## src/rtl/stats_pkg.sv

```systemverilog
// rtl/stats_pkg.sv - shared selector type, default widths and popcount for switch statistics
package stats_pkg;

  typedef enum logic [1:0] {
    SEL_ACC    = 2'd0,
    SEL_DROP   = 2'd1,
    SEL_DLV    = 2'd2,
    SEL_FLIGHT = 2'd3
  } stat_sel_e;

  localparam int DEF_CNT_WIDTH    = 16;
  localparam int DEF_FLIGHT_WIDTH = 20;

  // Callers zero-extend their mask to 32 bits before calling.
  function automatic int popcount(input logic [31:0] v);
    int n;
    n = 0;
    for (int i = 0; i < 32; i++) n = n + (v[i] ? 1 : 0);
    return n;
  endfunction

endpackage

```

## src/rtl/sat_counter.sv

```systemverilog
// rtl/sat_counter.sv - saturating up-counter whose clear loads the current increment
module sat_counter #(
  parameter int WIDTH     = 16,
  parameter int INC_WIDTH = 3
) (
  input  logic                 clk,
  input  logic                 rst_n,
  input  logic [INC_WIDTH-1:0] inc,
  input  logic                 clr,
  output logic [WIDTH-1:0]     count,
  output logic                 sat_pulse
);

  logic [WIDTH-1:0] base;
  logic [WIDTH:0]   sum;

  // Clearing restarts from this cycle's increment so no event is lost.
  always_comb begin
    base      = clr ? '0 : count;
    sum       = {1'b0, base} + {{(WIDTH + 1 - INC_WIDTH){1'b0}}, inc};
    sat_pulse = sum[WIDTH];
  end

  always_ff @(posedge clk) begin
    if (!rst_n) count <= '0;
    else        count <= sum[WIDTH] ? '1 : sum[WIDTH-1:0];
  end

endmodule

```

## src/rtl/switch_stats_unit.sv

```systemverilog
// rtl/switch_stats_unit.sv - per-port accept/drop/deliver counters, in-flight balance, snapshot read port
module switch_stats_unit import stats_pkg::*; #(
  parameter int NUM_PORTS    = 4,
  parameter int CNT_WIDTH    = DEF_CNT_WIDTH,
  parameter int FLIGHT_WIDTH = DEF_FLIGHT_WIDTH,
  parameter int CLR_ON_SNAP  = 0,
  localparam int PW = (NUM_PORTS > 1) ? $clog2(NUM_PORTS) : 1
) (
  input  logic                           clk,
  input  logic                           rst_n,
  input  logic [NUM_PORTS-1:0]           valid_in,
  input  logic [NUM_PORTS*NUM_PORTS-1:0] target_in,
  input  logic [NUM_PORTS-1:0]           fifo_full,
  input  logic [NUM_PORTS-1:0]           valid_out,
  input  logic                           snap_req,
  input  logic                           clr_req,
  input  logic                           rd_en,
  input  logic [PW-1:0]                  rd_port,
  input  logic [1:0]                     rd_sel,
  output logic                           rd_valid,
  output logic [FLIGHT_WIDTH-1:0]        rd_data,
  output logic [NUM_PORTS-1:0]           sat_flag,
  output logic                           underflow_err
);

  localparam int WW = $clog2(NUM_PORTS + 1);
  localparam int SW = $clog2(NUM_PORTS * NUM_PORTS + 1);

  logic                    clr_eff;
  logic [WW-1:0]           weight   [NUM_PORTS];
  logic [WW-1:0]           acc_inc  [NUM_PORTS];
  logic [WW-1:0]           drop_inc [NUM_PORTS];
  logic [SW-1:0]           acc_sum;
  logic [CNT_WIDTH-1:0]    live_acc [NUM_PORTS];
  logic [CNT_WIDTH-1:0]    live_drop[NUM_PORTS];
  logic [CNT_WIDTH-1:0]    live_dlv [NUM_PORTS];
  logic [CNT_WIDTH-1:0]    sh_acc   [NUM_PORTS];
  logic [CNT_WIDTH-1:0]    sh_drop  [NUM_PORTS];
  logic [CNT_WIDTH-1:0]    sh_dlv   [NUM_PORTS];
  logic [NUM_PORTS-1:0]    sat_acc, sat_drop, sat_dlv;
  logic [FLIGHT_WIDTH-1:0] flight, sh_flight, fl_next, rd_value;
  logic [FLIGHT_WIDTH:0]   fl_up, fl_diff, fl_dec;
  logic                    fl_under;
  stat_sel_e               sel;

  assign clr_eff = clr_req | ((CLR_ON_SNAP != 0) & snap_req);

  always_comb begin
    acc_sum = '0;
    for (int p = 0; p < NUM_PORTS; p++) begin
      weight[p]   = WW'(popcount(32'(target_in[p*NUM_PORTS +: NUM_PORTS])));
      acc_inc[p]  = (valid_in[p] && !fifo_full[p]) ? weight[p] : '0;
      drop_inc[p] = (valid_in[p] &&  fifo_full[p]) ? weight[p] : '0;
      acc_sum     = acc_sum + SW'(acc_inc[p]);
    end
  end

  for (genvar p = 0; p < NUM_PORTS; p++) begin : g_port
    sat_counter #(.WIDTH(CNT_WIDTH), .INC_WIDTH(WW)) u_acc (
      .clk, .rst_n, .inc(acc_inc[p]), .clr(clr_eff), .count(live_acc[p]), .sat_pulse(sat_acc[p]));
    sat_counter #(.WIDTH(CNT_WIDTH), .INC_WIDTH(WW)) u_drop (
      .clk, .rst_n, .inc(drop_inc[p]), .clr(clr_eff), .count(live_drop[p]), .sat_pulse(sat_drop[p]));
    sat_counter #(.WIDTH(CNT_WIDTH), .INC_WIDTH(1)) u_dlv (
      .clk, .rst_n, .inc(valid_out[p]), .clr(clr_eff), .count(live_dlv[p]), .sat_pulse(sat_dlv[p]));
  end

  // Add first in a widened domain, then subtract; a borrow means the balance went negative.
  always_comb begin
    fl_up    = {1'b0, flight} + (FLIGHT_WIDTH + 1)'(acc_sum);
    fl_dec   = (FLIGHT_WIDTH + 1)'(popcount(32'(valid_out)));
    fl_under = fl_up < fl_dec;
    fl_diff  = fl_up - fl_dec;
    if (fl_under)                  fl_next = '0;
    else if (fl_diff[FLIGHT_WIDTH]) fl_next = '1;
    else                           fl_next = fl_diff[FLIGHT_WIDTH-1:0];
  end

  // A read in a snapshot cycle sees the freshly captured values.
  always_comb begin
    sel      = stat_sel_e'(rd_sel);
    rd_value = '0;
    if (sel == SEL_FLIGHT) begin
      rd_value = snap_req ? flight : sh_flight;
    end else begin
      for (int i = 0; i < NUM_PORTS; i++) begin
        if (rd_port == PW'(i)) begin
          case (sel)
            SEL_ACC:  rd_value = FLIGHT_WIDTH'(snap_req ? live_acc[i]  : sh_acc[i]);
            SEL_DROP: rd_value = FLIGHT_WIDTH'(snap_req ? live_drop[i] : sh_drop[i]);
            default:  rd_value = FLIGHT_WIDTH'(snap_req ? live_dlv[i]  : sh_dlv[i]);
          endcase
        end
      end
    end
  end

  always_ff @(posedge clk) begin
    if (!rst_n) begin
      flight        <= '0;
      sh_flight     <= '0;
      underflow_err <= 1'b0;
      sat_flag      <= '0;
      rd_valid      <= 1'b0;
      rd_data       <= '0;
      for (int p = 0; p < NUM_PORTS; p++) begin
        sh_acc[p]  <= '0;
        sh_drop[p] <= '0;
        sh_dlv[p]  <= '0;
      end
    end else begin
      flight <= fl_next;
      if (fl_under) underflow_err <= 1'b1;
      sat_flag <= (clr_eff ? '0 : sat_flag) | sat_acc | sat_drop | sat_dlv;
      if (snap_req) begin
        sh_flight <= flight;
        for (int p = 0; p < NUM_PORTS; p++) begin
          sh_acc[p]  <= live_acc[p];
          sh_drop[p] <= live_drop[p];
          sh_dlv[p]  <= live_dlv[p];
        end
      end
      rd_valid <= rd_en;
      if (rd_en) rd_data <= rd_value;
    end
  end

endmodule
```

## config.mk

```make
export PLATFORM = sky130hd
export DESIGN_NAME = switch_stats_unit
export DESIGN_NICKNAME = d
export VERILOG_FILES = /design/src/rtl/stats_pkg.sv /design/src/rtl/sat_counter.sv /design/src/rtl/switch_stats_unit.sv
export SDC_FILE = /design/constraint.sdc
export NUM_CORES = 1
export LEC_CHECK = 0
export BUFFER_PORTS_ARGS = -buffer_cell sky130_fd_sc_hd__buf_2
export CORE_MARGIN = 5
export CORE_UTILIZATION = 49
export CTS_BUF_LIST = sky130_fd_sc_hd__clkbuf_8
export CTS_CLUSTER_DIAMETER = 200
export CTS_CLUSTER_SIZE = 28
export DETAILED_ROUTE_END_ITERATION = 8
export GPL_ROUTABILITY_DRIVEN = 0
export PLACE_DENSITY_LB_ADDON = 0.25
export SYNTH_ARGS = -nofsm -noshare
export SYNTH_HDL_FRONTEND = slang
export SYNTH_SLANG_ARGS = --single-unit
```

## constraint.sdc

```tcl
create_clock -name clk -period 5.9 [get_ports clk]
set_input_delay 0 -clock clk [delete_from_list [all_inputs] [get_ports clk]]
set_output_delay 0 -clock clk [all_outputs]
set_load 0.05 [all_outputs]
```

==> run metrics <==
worst slack on hold paths approximately 120 ps; Final Hold Violating Endpoints 0; metal2 WL approximately 30000 um; data arrival time of the critical path 5840 ps; number of register bits inferred by synthesis 450; pwr dens ~240 mW/mm^2; maximum operating frequency between 150 and 200 MHz; routed vias/inst 5.788; DRT Pass-1 Iters 6; run status complete, no violations; wirelength, routed around 64000 um; number of distinct standard cells referenced by the synthesized netlist 80; number of diodes 0; clock buffers created by TritonCTS 20; WL per Instance between 15 and 20 um; slowest CP cell sky130_fd_sc_hd__fa_1; chip width 233.9 um; setup repair after global routing missed its margin no; Leakage between 10 and 15 nW; maximum number of pins on one net before global-route repair 156; Max Buffers Root-to-Sink 3; HPWL Detailed 43970 um; floorplan die height 233.9 um; worst max-slew margin expressed relative to the limit 25.99%; H-tree level count 1; EDFF count, synth 192; class of the tightest hold or removal check in -> reg; Crit path required time roughly 6500 ps; number of ports placed on the die boundary 63; worst vdd rail ir drop 0.1583 mV; clock root buffer sky130_fd_sc_hd__clkbuf_8; leading register cell type out of synthesis sky130_fd_sc_hd__dfxtp_1; cell area after technology mapping around 0.025 sq mm; global-route wire length before repair ~100000 um; detailed-route DRC error count 0; fin nets about 2700; critical path class in -> reg; total clock sinks 450; peak fanout along the critical path 16; Worst Clk Skew approximately 85 ps; crit start category input port; gate count of the mapped netlist roughly 2700; number of antenna violations at the first check in global routing 0; GRT Total Usage about 23%; layout filler cell count ~4600; post-synthesis to final-layout area growth 5.453%; DRT met1 WL around 29000 um; via count of the first global-routing pass between 15000 and 20000; final sum of negative setup slack 0 ps; syn nets about 2800; maximum single-stage delay on the critical path 540 ps; type of element capturing the critical path flip-flop; number of max-cap violations 0; share of the yosys chip area belonging to registers between 40% and 50%; fraction of layout cells with a size suffix above 1 about 7.1%; final critical-path share of the clock period between 80 and 90%; total of endpoints with negative setup slack in the final report 0; leftover overflow at the end of global routing 0; Worst Tran Pin Value between 1000 and 1500 ps; DIE AREA 0.05473 sq mm; clock tree from TritonCTS yes; sum of met3 wire segment lengths after detailed routing 3889 um; count of standard-cell rows 82; initial drt markers approximately 1800; proportion of synthesized flip-flops having asynchronous set or reset 0%; synthesized area per cell 9.242 sq um; core footprint between 0.04 and 0.05 sq mm; clock edge transition at the registers on the reported setup and hold paths roughly 180 ps; post-route antenna net violation count 0; Port Buf Inserts 62; via count ~19000; highest metal layer with signal wires met4; source-to-sink clock delay at the later pin of the worst-skew pair about 640 ps; initial core utilization roughly half; warnings from Yosys 0; Final Slew Violations 0; clock period minus final worst setup slack around 5200 ps
what timing repair did:
item	CTS	global route
hold buffers	21	0
endpoints found under the setup margin	0	0
hold endpoints to repair	85	0
resized for setup	0	0
buffers inserted	0	0
state kept, by name, indices dropped and copies added (netlist names):
register             flops
sat_flag                 4
flight                  20
underflow_err            1
g_port.u_drop.count     64
g_port.u_dlv.count      64
rd_data                 20
sh_acc                  64
sh_flight               20
g_port.u_acc.count      64
sh_drop                 64
rd_valid                 1
sh_dlv                  64
report_power, final:
group | internal (mW) | switching [mW] | total, mW
Sequential | 3.39 | 0.104 | 3.49
Combinational | 0.554 | 0.779 | 1.33
Clock | 0.346 | 0.981 | 1.33
Total | 4.29 | 1.86 | 6.15
cell families (layout without fill, tap and decap cells):
logic type               Yosys count  after routing  share of synthesized area [%]
AND/OR/NAND/NOR                 1146           1146                          22.99
flip-flops                       450            450                          44.48
AO/OA/AOI/OAI                    418            418                          10.63
buffers and inverters            248            213                          3.977
multiplexers                     167            167                          7.948
XOR/XNOR                         154            154                          5.550
adder cells (fa/ha/maj)           76             76                          4.430
cell type report:
cell class | instances | area (sq um) | area share (%)
sequential | 450 | 10930 | 42.18
multi-input combinational | 1961 | 12670 | 48.91
inverter | 58 | 222.7 | 0.8594
clock inverter | 14 | 78.83 | 0.3042
tap | 672 | 840.8 | 3.245
timing repair buffer | 120 | 878.3 | 3.390
clock buffer | 21 | 289.0 | 1.115
cell usage after synthesis (3+ instances only):
cell type                   number  share of area (%)
sky130_fd_sc_hd__a2111oi_0       3               0.11
sky130_fd_sc_hd__a211oi_1       23               0.70
sky130_fd_sc_hd__a21o_1         10               0.31
sky130_fd_sc_hd__a21oi_1       132                2.7
sky130_fd_sc_hd__a21oi_2        10               0.36
sky130_fd_sc_hd__a221oi_1        3               0.11
sky130_fd_sc_hd__a22oi_1        11               0.34
sky130_fd_sc_hd__a32o_1          4               0.16
sky130_fd_sc_hd__and2_1         15               0.38
sky130_fd_sc_hd__and3_1        233                5.9
sky130_fd_sc_hd__and4_1          6               0.21
sky130_fd_sc_hd__buf_1           8               0.12
sky130_fd_sc_hd__buf_2          22               0.45
sky130_fd_sc_hd__clkbuf_1      157                2.4
sky130_fd_sc_hd__dfxtp_1       258                 21
sky130_fd_sc_hd__edfxtp_1      192                 23
sky130_fd_sc_hd__fa_1           19                1.5
sky130_fd_sc_hd__ha_1           55                2.8
sky130_fd_sc_hd__inv_1          58               0.89
sky130_fd_sc_hd__mux2_2          5               0.23
sky130_fd_sc_hd__mux2i_1       140                5.7
sky130_fd_sc_hd__mux4_2         22                2.0
sky130_fd_sc_hd__nand2_1       212                3.2
sky130_fd_sc_hd__nand2b_1        8               0.20
sky130_fd_sc_hd__nand3_1        84                1.7
sky130_fd_sc_hd__nand3b_1        5               0.15
sky130_fd_sc_hd__nand4_1        16               0.41
sky130_fd_sc_hd__nor2_1        383                5.9
sky130_fd_sc_hd__nor2b_1        99                2.5
sky130_fd_sc_hd__nor3_1         31               0.63
sky130_fd_sc_hd__nor3b_1        16               0.49
sky130_fd_sc_hd__nor4_1          7               0.18
sky130_fd_sc_hd__o211ai_1       31               0.95
sky130_fd_sc_hd__o21a_1         22               0.67
sky130_fd_sc_hd__o21ai_0       128                2.6
sky130_fd_sc_hd__o21bai_1        5               0.15
sky130_fd_sc_hd__o311a_1         5               0.20
sky130_fd_sc_hd__o31a_1         10               0.36
sky130_fd_sc_hd__or2_2           4               0.10
sky130_fd_sc_hd__or3_1          10               0.25
sky130_fd_sc_hd__xnor2_1       105                3.7
sky130_fd_sc_hd__xor2_1         47                1.7
routing by layer:
layer,global-route usage (%),vias up
met5,0,-
met4,5.028,0
met3,3.390,62
met2,37.15,523
met1,32.44,9298
li1,-,9193
cells in the final DEF (no fill, tap or decap), types with 19 or more instances in the layout:
master and instances:
sky130_fd_sc_hd__nor2_1 383, sky130_fd_sc_hd__dfxtp_1 258, sky130_fd_sc_hd__and3_1 233, sky130_fd_sc_hd__nand2_1 212, sky130_fd_sc_hd__edfxtp_1 192, sky130_fd_sc_hd__mux2i_1 140
sky130_fd_sc_hd__a21oi_1 132, sky130_fd_sc_hd__o21ai_0 128, sky130_fd_sc_hd__xnor2_1 105, sky130_fd_sc_hd__nor2b_1 99, sky130_fd_sc_hd__nand3_1 84, sky130_fd_sc_hd__inv_1 69
sky130_fd_sc_hd__buf_2 57, sky130_fd_sc_hd__ha_1 55, sky130_fd_sc_hd__xor2_1 47, sky130_fd_sc_hd__buf_4 34, sky130_fd_sc_hd__nor3_1 31, sky130_fd_sc_hd__o211ai_1 31
sky130_fd_sc_hd__a211oi_1 23, sky130_fd_sc_hd__o21a_1 22, sky130_fd_sc_hd__mux4_2 22, sky130_fd_sc_hd__clkbuf_8 22, sky130_fd_sc_hd__dlygate4sd3_1 21, sky130_fd_sc_hd__fa_1 19
worst max-delay path: cells and delay by family:
family,cells,cell delay [ps]
AO/OA/AOI/OAI,2,300
XOR/XNOR,3,740
adder cells (fa/ha/maj),8,3010
buffers and inverters,6,660
AND/OR/NAND/NOR,6,1160
worst paths after layout:
check	start	endpoint	slack, ps	cells past startpoint
setup / recovery	target_in[0]	flight[1]	660	25
hold / removal	snap_req	sh_dlv[2][9]	120	2
setup reg to reg	flight[2]	flight[1]	1000	17
hold reg to reg	rd_data[17]	rd_data[17]	500	1
metrics by stage:
step | utilization [%] | power, mW | area (sq um) | worst slack (ps) | std cells
after detailed placement | 50.81 | 4.873 | 25340 | -28.87 | 3240
after floorplan | - | 4.492 | 24580 | 561.0 | 2659
after global routing | 51.97 | 6.433 | 25910 | 444.1 | 3296
final | 51.97 | 6.152 | 25910 | 663.1 | 3296
after global placement | 50.81 | 4.834 | 25340 | 83.61 | 3240
after CTS | 51.97 | 6.179 | 25910 | 695.9 | 3296
No activity file was read; power rests on OpenSTA's default activity.
